[src/rtl/fetch_queue_pkg.sv]
// Shared types and helpers for the decoupled RV32I fetch stage.
// Latency: none (declarations only).
// Backpressure: none (declarations only).
package fetch_queue_pkg;

  localparam int DEFAULT_XLEN = 32;

  localparam logic [6:0] OPC_JAL = 7'b1101111;

  // One buffered fetch result as presented to decode.
  typedef struct packed {
    logic [DEFAULT_XLEN-1:0] instr;
    logic [DEFAULT_XLEN-1:0] pc;
    logic [DEFAULT_XLEN-1:0] pc_plus4;
    logic                    pred;
  } fetch_entry_t;

  // Sign-extended J-type immediate; takes only the instruction bits it needs.
  function automatic logic [DEFAULT_XLEN-1:0] j_imm(input logic [31:12] instr);
    return {{(DEFAULT_XLEN-20){instr[31]}}, instr[19:12], instr[20], instr[30:21], 1'b0};
  endfunction

endpackage

[src/rtl/fetch_queue_sync_fifo.sv]
// Generic synchronous FIFO with synchronous flush and occupancy count.
// Latency: pushed word readable at the head on the cycle after the push.
// Backpressure: push ignored when full (unless popping), pop ignored when empty.
//
// Ports: clk, reset_n (async active-low), flush, push/push_dat, pop/pop_dat,
//        full, empty, count (0..DEPTH). DEPTH must be a power of 2.
module fetch_queue_sync_fifo #(
  parameter int WIDTH = 32,
  parameter int DEPTH = 4
) (
  input  logic                     clk,
  input  logic                     reset_n,
  input  logic                     flush,
  input  logic                     push,
  input  logic [WIDTH-1:0]         push_dat,
  input  logic                     pop,
  output logic [WIDTH-1:0]         pop_dat,
  output logic                     full,
  output logic                     empty,
  output logic [$clog2(DEPTH):0]   count
);

  localparam int AW = $clog2(DEPTH);
  localparam int CW = AW + 1;

  logic [WIDTH-1:0] mem [DEPTH];
  logic [AW-1:0]    wr_ptr;
  logic [AW-1:0]    rd_ptr;
  logic             do_push;
  logic             do_pop;

  assign full    = (count == CW'(DEPTH));
  assign empty   = (count == '0);
  assign do_pop  = pop && !empty;
  assign do_push = push && (!full || do_pop);
  assign pop_dat = mem[rd_ptr];

  always_ff @(posedge clk or negedge reset_n) begin
    if (!reset_n) begin
      wr_ptr <= '0;
      rd_ptr <= '0;
      count  <= '0;
    end else if (flush) begin
      wr_ptr <= '0;
      rd_ptr <= '0;
      count  <= '0;
    end else begin
      if (do_push) wr_ptr <= wr_ptr + 1'b1;
      if (do_pop)  rd_ptr <= rd_ptr + 1'b1;
      case ({do_push, do_pop})
        2'b10:   count <= count + 1'b1;
        2'b01:   count <= count - 1'b1;
        default: count <= count;
      endcase
    end
  end

  // Storage needs no reset: the count alone decides what is valid.
  always_ff @(posedge clk) begin
    if (do_push) mem[wr_ptr] <= push_dat;
  end

endmodule

[src/rtl/fetch_queue.sv]
// Decoupled fetch stage: owns the PC, keeps up to DEPTH requests/words in flight or queued.
// Latency: a returned word is visible to decode the cycle after imem_rvalid (no bypass).
// Backpressure: decode_ready low holds the head; issue stops when queued+in-flight hits DEPTH.
//
// Ports: clk, reset_n (async active-low);
//        imem_req/imem_addr/imem_ready  - in-order request channel (req&ready = issue)
//        imem_rvalid/imem_rdata         - in-order responses, latency >= 1
//        redirect/redirect_pc           - execute-stage control transfer, highest priority
//        instr_valid/decode_ready       - head handshake to decode
//        instrD/pcD/pc_plus4D/pred_taken - head entry contents (0 when empty)
// Optional feature: define FETCH_JAL_PREDICT_EN to redirect fetch on JAL at push time.
// XLEN must equal fetch_queue_pkg::DEFAULT_XLEN, the width the queue entry is laid out for.
module fetch_queue
  import fetch_queue_pkg::*;
#(
  parameter int              XLEN     = DEFAULT_XLEN,
  parameter int              DEPTH    = 4,
  parameter logic [XLEN-1:0] RESET_PC = '0
) (
  input  logic            clk,
  input  logic            reset_n,
  output logic            imem_req,
  output logic [XLEN-1:0] imem_addr,
  input  logic            imem_ready,
  input  logic            imem_rvalid,
  input  logic [XLEN-1:0] imem_rdata,
  input  logic            redirect,
  input  logic [XLEN-1:0] redirect_pc,
  output logic            instr_valid,
  input  logic            decode_ready,
  output logic [XLEN-1:0] instrD,
  output logic [XLEN-1:0] pcD,
  output logic [XLEN-1:0] pc_plus4D,
  output logic            pred_taken
);

  localparam int             CW        = $clog2(DEPTH) + 1;
  localparam logic [CW:0]    DEPTH_OCC = (CW+1)'(DEPTH);

  logic [XLEN-1:0] fetch_pc;
  logic [CW-1:0]   inflight;   // issued, response not yet seen (includes ones to drop)
  logic [CW-1:0]   drop;       // oldest outstanding responses that belong to a dead path

  logic [CW-1:0]   q_count;
  logic [CW-1:0]   p_count;
  logic            q_full, q_empty, p_full, p_empty;
  logic [CW:0]     occupancy;
  logic [XLEN-1:0] pend_pc;
  fetch_entry_t    push_entry;
  fetch_entry_t    head;
  logic            discard, push_vld, pop_vld, issue, jal_take;
  logic            unused_fifo_status;

  assign occupancy = {1'b0, q_count} + {1'b0, inflight};
  assign discard   = redirect || (drop != '0);
  assign push_vld  = imem_rvalid && !discard;

`ifdef FETCH_JAL_PREDICT_EN
  logic [XLEN-1:0] jal_target;
  assign jal_take   = push_vld && (imem_rdata[6:0] == OPC_JAL);
  assign jal_target = pend_pc + j_imm(imem_rdata[31:12]);
`else
  assign jal_take   = 1'b0;
`endif

  // reset_n gates the request so the memory sees no request while held in reset.
  assign imem_req  = reset_n && !redirect && !jal_take && (occupancy < DEPTH_OCC);
  assign imem_addr = fetch_pc;
  assign issue     = imem_req && imem_ready;
  assign pop_vld   = instr_valid && decode_ready && !redirect;

  assign push_entry = '{instr: imem_rdata, pc: pend_pc, pc_plus4: pend_pc + XLEN'(4), pred: jal_take};

  assign instr_valid = !q_empty;
  assign instrD      = instr_valid ? head.instr    : '0;
  assign pcD         = instr_valid ? head.pc       : '0;
  assign pc_plus4D   = instr_valid ? head.pc_plus4 : '0;
  assign pred_taken  = instr_valid ? head.pred     : 1'b0;

  assign unused_fifo_status = ^{q_full, p_full, p_empty, p_count};

  always_ff @(posedge clk or negedge reset_n) begin
    if (!reset_n) begin
      fetch_pc <= RESET_PC;
      inflight <= '0;
      drop     <= '0;
    end else begin
      inflight <= inflight + CW'(issue) - CW'(imem_rvalid);
      if (redirect) begin
        // Everything still outstanding after this cycle is on the dead path.
        fetch_pc <= redirect_pc;
        drop     <= inflight - CW'(imem_rvalid);
      end
`ifdef FETCH_JAL_PREDICT_EN
      else if (jal_take) begin
        // Drop was zero (the JAL was pushed); all younger requests are wrong-path.
        fetch_pc <= jal_target;
        drop     <= inflight - CW'(1);
      end
`endif
      else begin
        if (issue) fetch_pc <= fetch_pc + XLEN'(4);
        if (imem_rvalid && (drop != '0)) drop <= drop - 1'b1;
      end
    end
  end

  fetch_queue_sync_fifo #(
    .WIDTH ($bits(fetch_entry_t)),
    .DEPTH (DEPTH)
  ) u_instr_q (
    .clk      (clk),
    .reset_n  (reset_n),
    .flush    (redirect),
    .push     (push_vld),
    .push_dat (push_entry),
    .pop      (pop_vld),
    .pop_dat  (head),
    .full     (q_full),
    .empty    (q_empty),
    .count    (q_count)
  );

  // PC of every issued request, consumed in order by every response (kept or dropped).
  fetch_queue_sync_fifo #(
    .WIDTH (XLEN),
    .DEPTH (DEPTH)
  ) u_pend_q (
    .clk      (clk),
    .reset_n  (reset_n),
    .flush    (1'b0),
    .push     (issue),
    .push_dat (fetch_pc),
    .pop      (imem_rvalid),
    .pop_dat  (pend_pc),
    .full     (p_full),
    .empty    (p_empty),
    .count    (p_count)
  );

endmodule

[config.mk]
export PLATFORM = sky130hd
export DESIGN_NAME = fetch_queue
export DESIGN_NICKNAME = d
export VERILOG_FILES = /design/src/rtl/fetch_queue_pkg.sv /design/src/rtl/fetch_queue_sync_fifo.sv /design/src/rtl/fetch_queue.sv
export SDC_FILE = /design/constraint.sdc
export NUM_CORES = 1
export LEC_CHECK = 0
export CORE_AREA = 4 4 230 232
export DETAILED_ROUTE_END_ITERATION = 10
export DIE_AREA = 0 0 234 236
export SETUP_SLACK_MARGIN = 0.4
export SLEW_MARGIN = 0
export SYNTH_ARGS = -nofsm -noshare
export SYNTH_HDL_FRONTEND = slang
export SYNTH_SLANG_ARGS = --single-unit
[constraint.sdc]
create_clock -name clk -period 4.9 [get_ports clk]
set_clock_uncertainty 0.05 [all_clocks]
set_input_delay 0.98 -clock clk [delete_from_list [all_inputs] [get_ports clk]]
set_output_delay 0.98 -clock clk [all_outputs]
set_load 0.03 [all_outputs]
==> impl_metrics.json, run 1 <==
{
  "outcome": "finished, final reports clean",
  "worst_setup_path_start_kind": "register",
  "r2r_start": "u_pend_q.rd_ptr[0]",
  "grt_max_degree": 53,
  "grt_antenna_before_repair": 0,
  "ios": 201,
  "synth-async-reset-ratio": 0.0935,
  "synth.avg_cell_area_um2": 18.6,
  "drive_gt1_frac": 0.170,
  "syn-cell-area_mm2": 0.0226,
  "ys.flop_type": "edfxtp_1",
  "grt_overflow": 0,
  "clk_path_buf_depth": 3,
  "critPathArrivalTime_ns": 3.06,
  "tightest_slew_ns": 1.23,
  "dp_cells": 2067,
  "first_pass_iters": 5,
  "r2r-end": "u_instr_q.mem[2][28]",
  "postCtsSetupBuffers": 0,
  "clock-sinks": 556,
  "vdd_drop_max_uv": 303,
  "fin_tns_setup_ns": 0,
  "root_buffer": "clkbuf_16",
  "start_util": 0.444,
  "routedWlPerCell_um": 22.0,
  "setup-violations-final": 0,
  "finish.instance_area_mm2": 0.0273,
  "core-area_mm2": 0.0510,
  "dpl-instance-area_mm2": 0.0255,
  "fp.dieW_um": 234,
  "portBuffers": 199,
  "yosys.area.top_type": "edfxtp_1",
  "synth_nets": 1306,
  "place_hpwl_mm": 30.4,
  "postCtsResizedCells": 0,
  "ctsHoldBuffers": 0,
  "layout_commonest_cell": "edfxtp_1",
  "cts_tree": "done",
  "grt_util_met2": 0.277,
  "hold_path_end": "u_pend_q.count[2]",
  "min_from": "u_pend_q.count[2]",
  "routed_via_density": 5.36,
  "cap_viol_max_count": 0,
  "timing.hold.worst_path_depth": 1,
  "totalWireLength_mm": 47.8,
  "cts_max_level": 2,
  "grt.met1_usage": 0.253,
  "ys_ff_latch": 556,
  "finalCritPeriodShare": 0.834,
  "maxSlewViolCount": 0,
  "drt-initial-drc-count": 750,
  "drc": 0,
  "hold_viol": 0,
  "rsz0062_at_grt": "no",
  "path_max_fanout": 34,
  "fin_cells": 2172,
  "synth.top_cell.area_share": 0.669,
  "grt-busiest-layer": "met2",
  "yosys-top-cells-area": "edfxtp_1 (67%), mux4_2 (13%), dfrtp_1 (5.8%)",
  "crit_required_ns": 3.87,
  "relSlewSlack": 0.176,
  "timing.final.ws_setup_ns": 0.811,
  "r2r_slack_ns": 1.63,
  "syn_to_final_growth_pct": 20.5,
  "drtAntennaViolNets": 0,
  "synth.distinct_cells": 60,
  "min_path_type": "register to register",
  "max_freq_ghz": 0.245,
  "ys_seq_area_frac": 0.726,
  "syn_inst": 1215,
  "grt_usage": 0.174,
  "cts_made_buffers": 57,
  "grt_pass1_wl_mm": 73.6,
  "nets": 1537,
  "row_count": 83,
  "leakagePower_nw": 8.86,
  "reg2reg_depth": 6,
  "final_cell_mix": "edfxtp_1 (504), clkdlybuf4s50_1 (198), mux4_2 (126), and2_1 (102), clkbuf_16 (57)",
  "synth-edff-count": 504,
  "fin_crit_ns": 4.09,
  "die_area_mm2": 0.0552,
  "grt_pass1_vias": 12200,
  "synth.yosys.warnings": 0,
  "clk_latency_ns": 0.61,
  "met3_usage": 0.0359,
  "multi_input_area_mm2": 0.00579,
  "place_ws_ns": 1.09,
  "gp_congestion": 0.810,
  "path_class": "register to primary output",
  "worst_setup_path_end_kind": "primary output",
  "die_h_um": 236,
  "antenna_cells": 0,
  "final-seq-area_mm2": 0.0164,
  "p_per_area_mw_per_mm2": 558,
  "clk_pin_slew_ns": 0.06,
  "vias": 11600,
  "fillers": 4096
}
## cells by family (layout without fill, tap and decap cells)
logic type,count (synthesis),count (layout),synth area share
flip-flops,556,556,0.726
AO/OA/AOI/OAI,77,77,0.0217
adder cells (fa/ha/maj),21,21,0.0126
XOR/XNOR,47,47,0.0182
other,1,1,0.000166
AND/OR/NAND/NOR,290,290,0.0747
buffers and inverters,91,368,0.0180
multiplexers,132,132,0.128
## critical path, stage by stage (launching register included)
cell and delay [ns]:
dfrtp_4 0.71, buf_12 0.34, mux4_2 0.59, and2_1 0.19
clkdlybuf4s50_1 0.59
## cell usage after synthesis, types with 8 or more instances
cell	n
and3_1	12
inv_1	28
dfrtp_1	52
edfxtp_1	504
a21oi_1	12
and2_1	106
nand3_1	36
ha_1	18
nand2_1	50
xnor2_1	25
nor2_1	20
o21ai_0	31
clkbuf_1	38
buf_1	8
xor2_1	22
nor3_1	11
nand4_1	17
mux4_2	126
## flip-flops by register name (all words and copies together) (netlist names)
name,flops
drop,3
u_instr_q.mem,376
u_instr_q.wr_ptr,2
imem_addr,32
u_instr_q.count,3
u_pend_q.count,3
u_instr_q.rd_ptr,2
u_pend_q.rd_ptr,2
u_pend_q.mem,128
inflight,3
u_pend_q.wr_ptr,2
## power by group
group / total, mW / switching, mW / internal [mW] / leakage [nW]
Sequential: 6.14 / 0.327 / 5.82 / 5.17
Combinational: 5.09 / 2.94 / 2.16 / 2.86
Clock: 3.97 / 1.74 / 2.23 / 0.832
## layout make-up
cell class	instances	area share
inverters	29	0.00399
well taps	680	0.0312
repair buffers	234	0.0857
clock inverters	26	0.00753
flip-flops and latches	556	0.603
multi-input cells	568	0.213
clock buffers	79	0.0557
## per-stage QoR
step | utilization | hold slack [ns] | power [mW]
after floorplan | - | 0.411 | 9.48
after global routing | 0.535 | 0.482 | 16.0
after global placement | 0.501 | 0.424 | 11.4
after CTS | 0.535 | 0.447 | 15.4
final | 0.535 | 0.449 | 15.2
after detailed placement | 0.501 | 0.437 | 11.4
## how the worst max path moves through the flow
stage | to | cells after the start | slack [ns] | start
detailed placement | u_pend_q.mem[1][13] | 10 | 1.09 | redirect
CTS | pc_plus4D[24] | 4 | 0.71 | u_instr_q.rd_ptr[0]
finish | pc_plus4D[24] | 4 | 0.81 | u_instr_q.rd_ptr[0]
floorplan | u_instr_q.mem[1][10] | 3 | 0.46 | imem_rvalid
global route | pc_plus4D[3] | 4 | 0.63 | u_instr_q.rd_ptr[0]
global placement | u_pend_q.mem[0][18] | 10 | 1.13 | redirect
## routing by layer
| layer | up-vias | routed length, µm |
|---|---|---|
| met2 | 311 | 23000 |
| met4 | 0 | 631 |
| met5 | - | 0 |
| li1 | 5270 | - |
| met1 | 6014 | 21500 |
| met3 | 51 | 2630 |
(Power assumes the default switching activity.)
==> run 2, diff against run 1 <==
clock period = 4.1 ns   (was 4.9 ns; I/O delays follow)
==> run 2 against run 1 <==
Compared with the run above: combinational power grew 24%; critical endpoint is now pc_plus4D[8]; largest power group unchanged; non-clock buffer count grew 7; global-route usage grew 0.22 points; design area grew 1.4%; worst setup slack lost 0.33 ns; hold slack lost 0.089 ns; flip-flop and latch count is the same.
==> impl_metrics.json, run 2 (synthesis gave the netlist of run 1 again) <==
{
  "cp_cell_sequence": "or3_4 -> buf_12 -> and2_1 -> clkdlybuf4s50_1",
  "first_pass_iters": 5,
  "fp.dieW_um": 234,
  "drc": 0,
  "clkPwrFrac": 0.268,
  "grt_pass1_vias": 12300,
  "clock-sinks": 556,
  "min_path_type": "primary input to async pin",
  "cts_max_level": 2,
  "crit_slowest_cell": "clkdlybuf4s50_1",
  "row_count": 83,
  "combPwrFrac": 0.341,
  "r2r-end": "u_pend_q.mem[2][20]",
  "root_buffer": "clkbuf_16",
  "p_per_area_mw_per_mm2": 671,
  "path_max_fanout": 73,
  "fin_tns_setup_ns": 0,
  "grt_max_degree": 73,
  "r2r_slack_ns": 1.11,
  "ios": 201,
  "routedWlPerCell_um": 22.5,
  "core-area_mm2": 0.0510,
  "portBuffers": 199,
  "switching_power_mw": 6.02,
  "finalCritPeriodShare": 0.884,
  "path_class": "register to primary output",
  "fin_cells": 2183,
  "max_freq_ghz": 0.276,
  "hold_viol": 0,
  "die_area_mm2": 0.0552,
  "cts_made_buffers": 56,
  "critPathArrivalTime_ns": 2.75,
  "critPathMaxStageDelay_ns": 0.59,
  "vdd_drop_max_uv": 374,
  "top_register": "u_instr_q.mem",
  "cts_tree": "done",
  "tightest_slew_ns": 1.10,
  "die_h_um": 236,
  "fillers": 4057,
  "clk_path_buf_depth": 3,
  "p_sw_frac": 0.325,
  "syn_to_final_growth_pct": 22.1,
  "crit_required_ns": 3.23,
  "p_int_mw": 12.5,
  "gp_congestion": 0.746,
  "nets": 1544,
  "place_hpwl_mm": 30.4,
  "outcome": "finished, final reports clean",
  "r2r_start": "u_instr_q.count[2]",
  "drt-initial-drc-count": 992,
  "grt_overflow": 0,
  "worst_setup_path_end_kind": "primary output",
  "path_delay_family": "buffers and inverters",
  "fin_crit_ns": 3.62,
  "power_frac_seq": 0.391,
  "leakagePower_nw": 9.23,
  "largest_register_ffs": 376,
  "grt_antenna_before_repair": 0,
  "reg2reg_depth": 7,
  "setup-violations-final": 0,
  "final_cell_mix": "edfxtp_1 (504), clkdlybuf4s50_1 (168), mux4_2 (126), and2_1 (102), clkbuf_16 (58)",
  "start_util": 0.444,
  "grt_pass1_wl_mm": 74.7,
  "clk_pin_slew_ns": 0.06,
  "vias": 11800,
  "dp_cells": 2068,
  "maxSlewViolCount": 0,
  "totalWireLength_mm": 49.1,
  "layout_commonest_cell": "edfxtp_1",
  "clk_latency_ns": 0.60,
  "rsz0062_at_grt": "no",
  "drive_gt1_frac": 0.183,
  "routed_via_density": 5.38,
  "crit_buf_inv": 2,
  "grt_usage": 0.176,
  "ctsHoldBuffers": 0,
  "worst_setup_path_start_kind": "register",
  "drtAntennaViolNets": 0,
  "cap_viol_max_count": 0,
  "relSlewSlack": 0.265
}
run 2: cell types whose count changed in the layout (fill, tap and decap cells not counted), moves of 5 or more:
cell             change
buf_12              +11
buf_4               -10
clkbuf_1             -8
clkdlybuf4s50_1     -30
clkinv_2             +5
dlygate4sd2_1       +22
dlymetal6s2s_1       +8
run 2: power by group through the flow:
stage	combinational, mW	clock (mW)	sequential [mW]
floorplan	4.02	0	7.30
global placement	6.23	0	7.37
CTS	6.43	5.08	7.22
finish	6.33	4.97	7.24
detailed placement	6.29	0	7.40
global route	6.83	5.34	7.28
run 2: cell type report:
class | count | area (µm²) | area share
Multi-Input combinational cell | 569 | 5810 | 0.210
Timing Repair Buffer | 241 | 2600 | 0.0940
Clock inverter | 31 | 259 | 0.00937
Sequential cell | 556 | 16400 | 0.595
Tap cell | 680 | 851 | 0.0308
Antenna cell | 2 | 5.00 | 0.000181
Inverter | 29 | 109 | 0.00394
Clock buffer | 75 | 1560 | 0.0563
run 2: per-stage QoR:
step                setup slack, ns  power, mW  instance area, µm²   util  hold WS (ns)
finish                        0.476       18.5               27600  0.542         0.360
global route                  0.406       19.4               27600  0.542         0.411
CTS                           0.404       18.7               27600  0.541         0.378
detailed placement            0.674       13.7               25700  0.503         0.447
global placement              0.692       13.6               25700  0.503         0.442
floorplan                     0.828       11.3               22600      -         0.411
run 2: per-layer routing:
layer / share of wire / up-vias / track usage
li1: - / 5319 / -
met1: 0.45 / 6063 / 0.257
met2: 0.48 / 303 / 0.280
met3: 0.053 / 69 / 0.0348
met4: 0.017 / 0 / 0.0346
met5: 0 / - / 0
run 2: worst max path at each step:
stage,from,to,slack [ns],cells past startpoint
3_3_place_gp,u_instr_q.rd_ptr[0],pc_plus4D[12],0.69,4
2_1_floorplan,imem_rvalid,u_instr_q.mem[0][10],0.83,3
4_1_cts,u_instr_q.rd_ptr[0],instrD[28],0.40,5
6_report,u_instr_q.count[0],pc_plus4D[8],0.48,4
5_1_grt,u_instr_q.rd_ptr[0],pcD[9],0.41,5
3_5_place_dp,u_instr_q.rd_ptr[0],pc_plus4D[12],0.67,4
run 2: timing repair:
item                                    in CTS  in global routing
cloned                                       1                  1
gates resized for setup                     24                 13
endpoints found under the setup margin      97                 22
buffers inserted                             4                  1
pin swaps                                    0                  1
==> run 3, diff against run 2 <==
CTS_CLUSTER_DIAMETER = 100   (was default)
SETUP_SLACK_MARGIN = 0.1   (was 0.4)
==> run 3 against run 2 <==
Compared with the run above: sequential power is essentially flat; cell count is 0.32% lower; first-iteration DRC count down 3.0%; worst setup slack worse by 0.27 ns; register-to-register slack better by 0.03 ns; critical endpoint is now pc_plus4D[29]; largest power group unchanged.
==> impl_metrics.json, run 3 (synthesis gave the netlist of run 1 again) <==
{
  "gp_congestion": 0.746,
  "grt_pass1_wl_mm": 74.4,
  "drive_gt1_frac": 0.177,
  "min_path_type": "primary input to async pin",
  "root_buffer": "clkbuf_16",
  "routed_via_density": 5.41,
  "cts_max_level": 2,
  "maxSlewViolCount": 0,
  "ios": 201,
  "final_cell_mix": "edfxtp_1 (504), clkdlybuf4s50_1 (198), mux4_2 (126), and2_1 (102), clkbuf_16 (58)",
  "die_area_mm2": 0.0552,
  "clock-sinks": 556,
  "grt_max_degree": 73,
  "place_ws_ns": 0.674,
  "fillers": 4055,
  "layout_commonest_cell": "edfxtp_1",
  "path_delay_family": "simple AND/OR/NAND/NOR gates",
  "drtAntennaViolNets": 0,
  "grt_antenna_before_repair": 0,
  "clkPwrFrac": 0.269,
  "path_class": "register to primary output",
  "nets": 1538,
  "vdd_drop_max_uv": 351,
  "totalWireLength_mm": 47.9,
  "fp.dieW_um": 234,
  "hold_viol": 0,
  "leakagePower_nw": 8.96,
  "drc": 0,
  "largest_register_ffs": 376,
  "cts_made_buffers": 56,
  "grt_overflow": 0,
  "row_count": 83,
  "cp_cell_sequence": "or3_2 -> buf_12 -> and2_1 -> clkdlybuf4s50_1",
  "critPathMaxStageDelay_ns": 0.79,
  "place_hpwl_mm": 30.4,
  "portBuffers": 199,
  "fin_tns_setup_ns": 0,
  "p_per_area_mw_per_mm2": 670,
  "routedWlPerCell_um": 22.0,
  "dpl-instance-area_mm2": 0.0257,
  "grt_pass1_vias": 12300,
  "power_frac_seq": 0.394,
  "drt-initial-drc-count": 962,
  "grt_usage": 0.175,
  "timing.final.ws_setup_ns": 0.206,
  "finalCritPeriodShare": 0.950,
  "cap_viol_max_count": 0,
  "die_h_um": 236,
  "top_register": "u_instr_q.mem",
  "worst_setup_path_start_kind": "register",
  "critPathArrivalTime_ns": 3.02,
  "relSlewSlack": 0.260,
  "core-area_mm2": 0.0510,
  "cts_tree": "done",
  "vias": 11800,
  "path_max_fanout": 72,
  "crit_slowest_cell": "or3_2",
  "total_power_mw": 18.4,
  "worst_setup_path_end_kind": "primary output",
  "clk_path_buf_depth": 3,
  "max_freq_ghz": 0.257,
  "syn_to_final_growth_pct": 21.6,
  "fin_crit_ns": 3.89,
  "clk_pin_slew_ns": 0.06,
  "p_sw_frac": 0.322,
  "finish.instance_area_mm2": 0.0275,
  "post-route-util": 0.540,
  "rsz0062_at_grt": "no",
  "crit_required_ns": 3.23,
  "clk_latency_ns": 0.60,
  "switching_power_mw": 5.93,
  "first_pass_iters": 5,
  "outcome": "finished, final reports clean",
  "ctsHoldBuffers": 0,
  "combPwrFrac": 0.337,
  "setup-violations-final": 0,
  "p_int_mw": 12.5,
  "start_util": 0.444,
  "crit_buf_inv": 2,
  "tightest_slew_ns": 1.11
}
run 3: changes by cell type in the layout (fill, tap and decap cells not counted), sizes merged:
cell           previous run  this run
clkdlybuf4s50           168       198
bufbuf                    1         0
buf                      42        38
dlymetal6s2s              8         0
diode                     2         1
or3                       4         3
dlygate4sd2              22         0
run 3: final cells by class:
cell class	instances	area (µm²)	area share
Multi-Input combinational cell	568	5790	0.211
Timing Repair Buffer	236	2500	0.0908
Antenna cell	1	2.50	0.0000910
Sequential cell	556	16400	0.598
Clock buffer	75	1560	0.0565
Inverter	29	109	0.00396
Clock inverter	31	259	0.00941
Tap cell	680	851	0.0309
run 3: layer usage:
metal,wire length [µm],part of all wire,vias up,track usage
met4,716,0.015,0,0.0346
met5,0,0,-,0
met2,23100,0.48,314,0.279
met1,21500,0.45,6102,0.255
met3,2620,0.055,64,0.0342
li1,-,-,5301,-
run 3: power by group through the flow:
stage	Sequential [mW]	Combinational (mW)	Clock (mW)
floorplan	7.30	4.02	0
global placement	7.37	6.23	0
detailed placement	7.40	6.29	0
CTS	7.26	6.36	5.08
global route	7.30	6.71	5.34
finish	7.25	6.21	4.96
run 3: path summary, 6_finish.rpt:
kind	startpoint	to	slack (ns)	cells past startpoint
worst min-delay path	reset_n	imem_addr[7]	0.36	2
worst max-delay path	u_instr_q.count[0]	pc_plus4D[29]	0.21	4
worst max register to register	u_pend_q.rd_ptr[1]	u_instr_q.mem[1][31]	1.14	6
min in group clk	u_pend_q.count[2]	u_pend_q.count[2]	0.47	1
max in group asynchronous	reset_n	u_instr_q.rd_ptr[0]	3.07	2
worst min register to register	u_pend_q.count[2]	u_pend_q.count[2]	0.47	1
run 3: per-stage QoR:
| stage | hold slack [ns] | cells |
|---|---|---|
| 2_1_floorplan | 0.411 | 1215 |
| 4_1_cts | 0.378 | 2175 |
| 3_5_place_dp | 0.447 | 2068 |
| 6_report | 0.359 | 2176 |
| 5_1_grt | 0.411 | 2175 |
| 3_3_place_gp | 0.442 | 2068 |
run 3: timing repair:
item / CTS / global route
endpoints found under the setup margin: 30 / 0
resized for setup: 0 / 0
setup buffers: 1 / 0
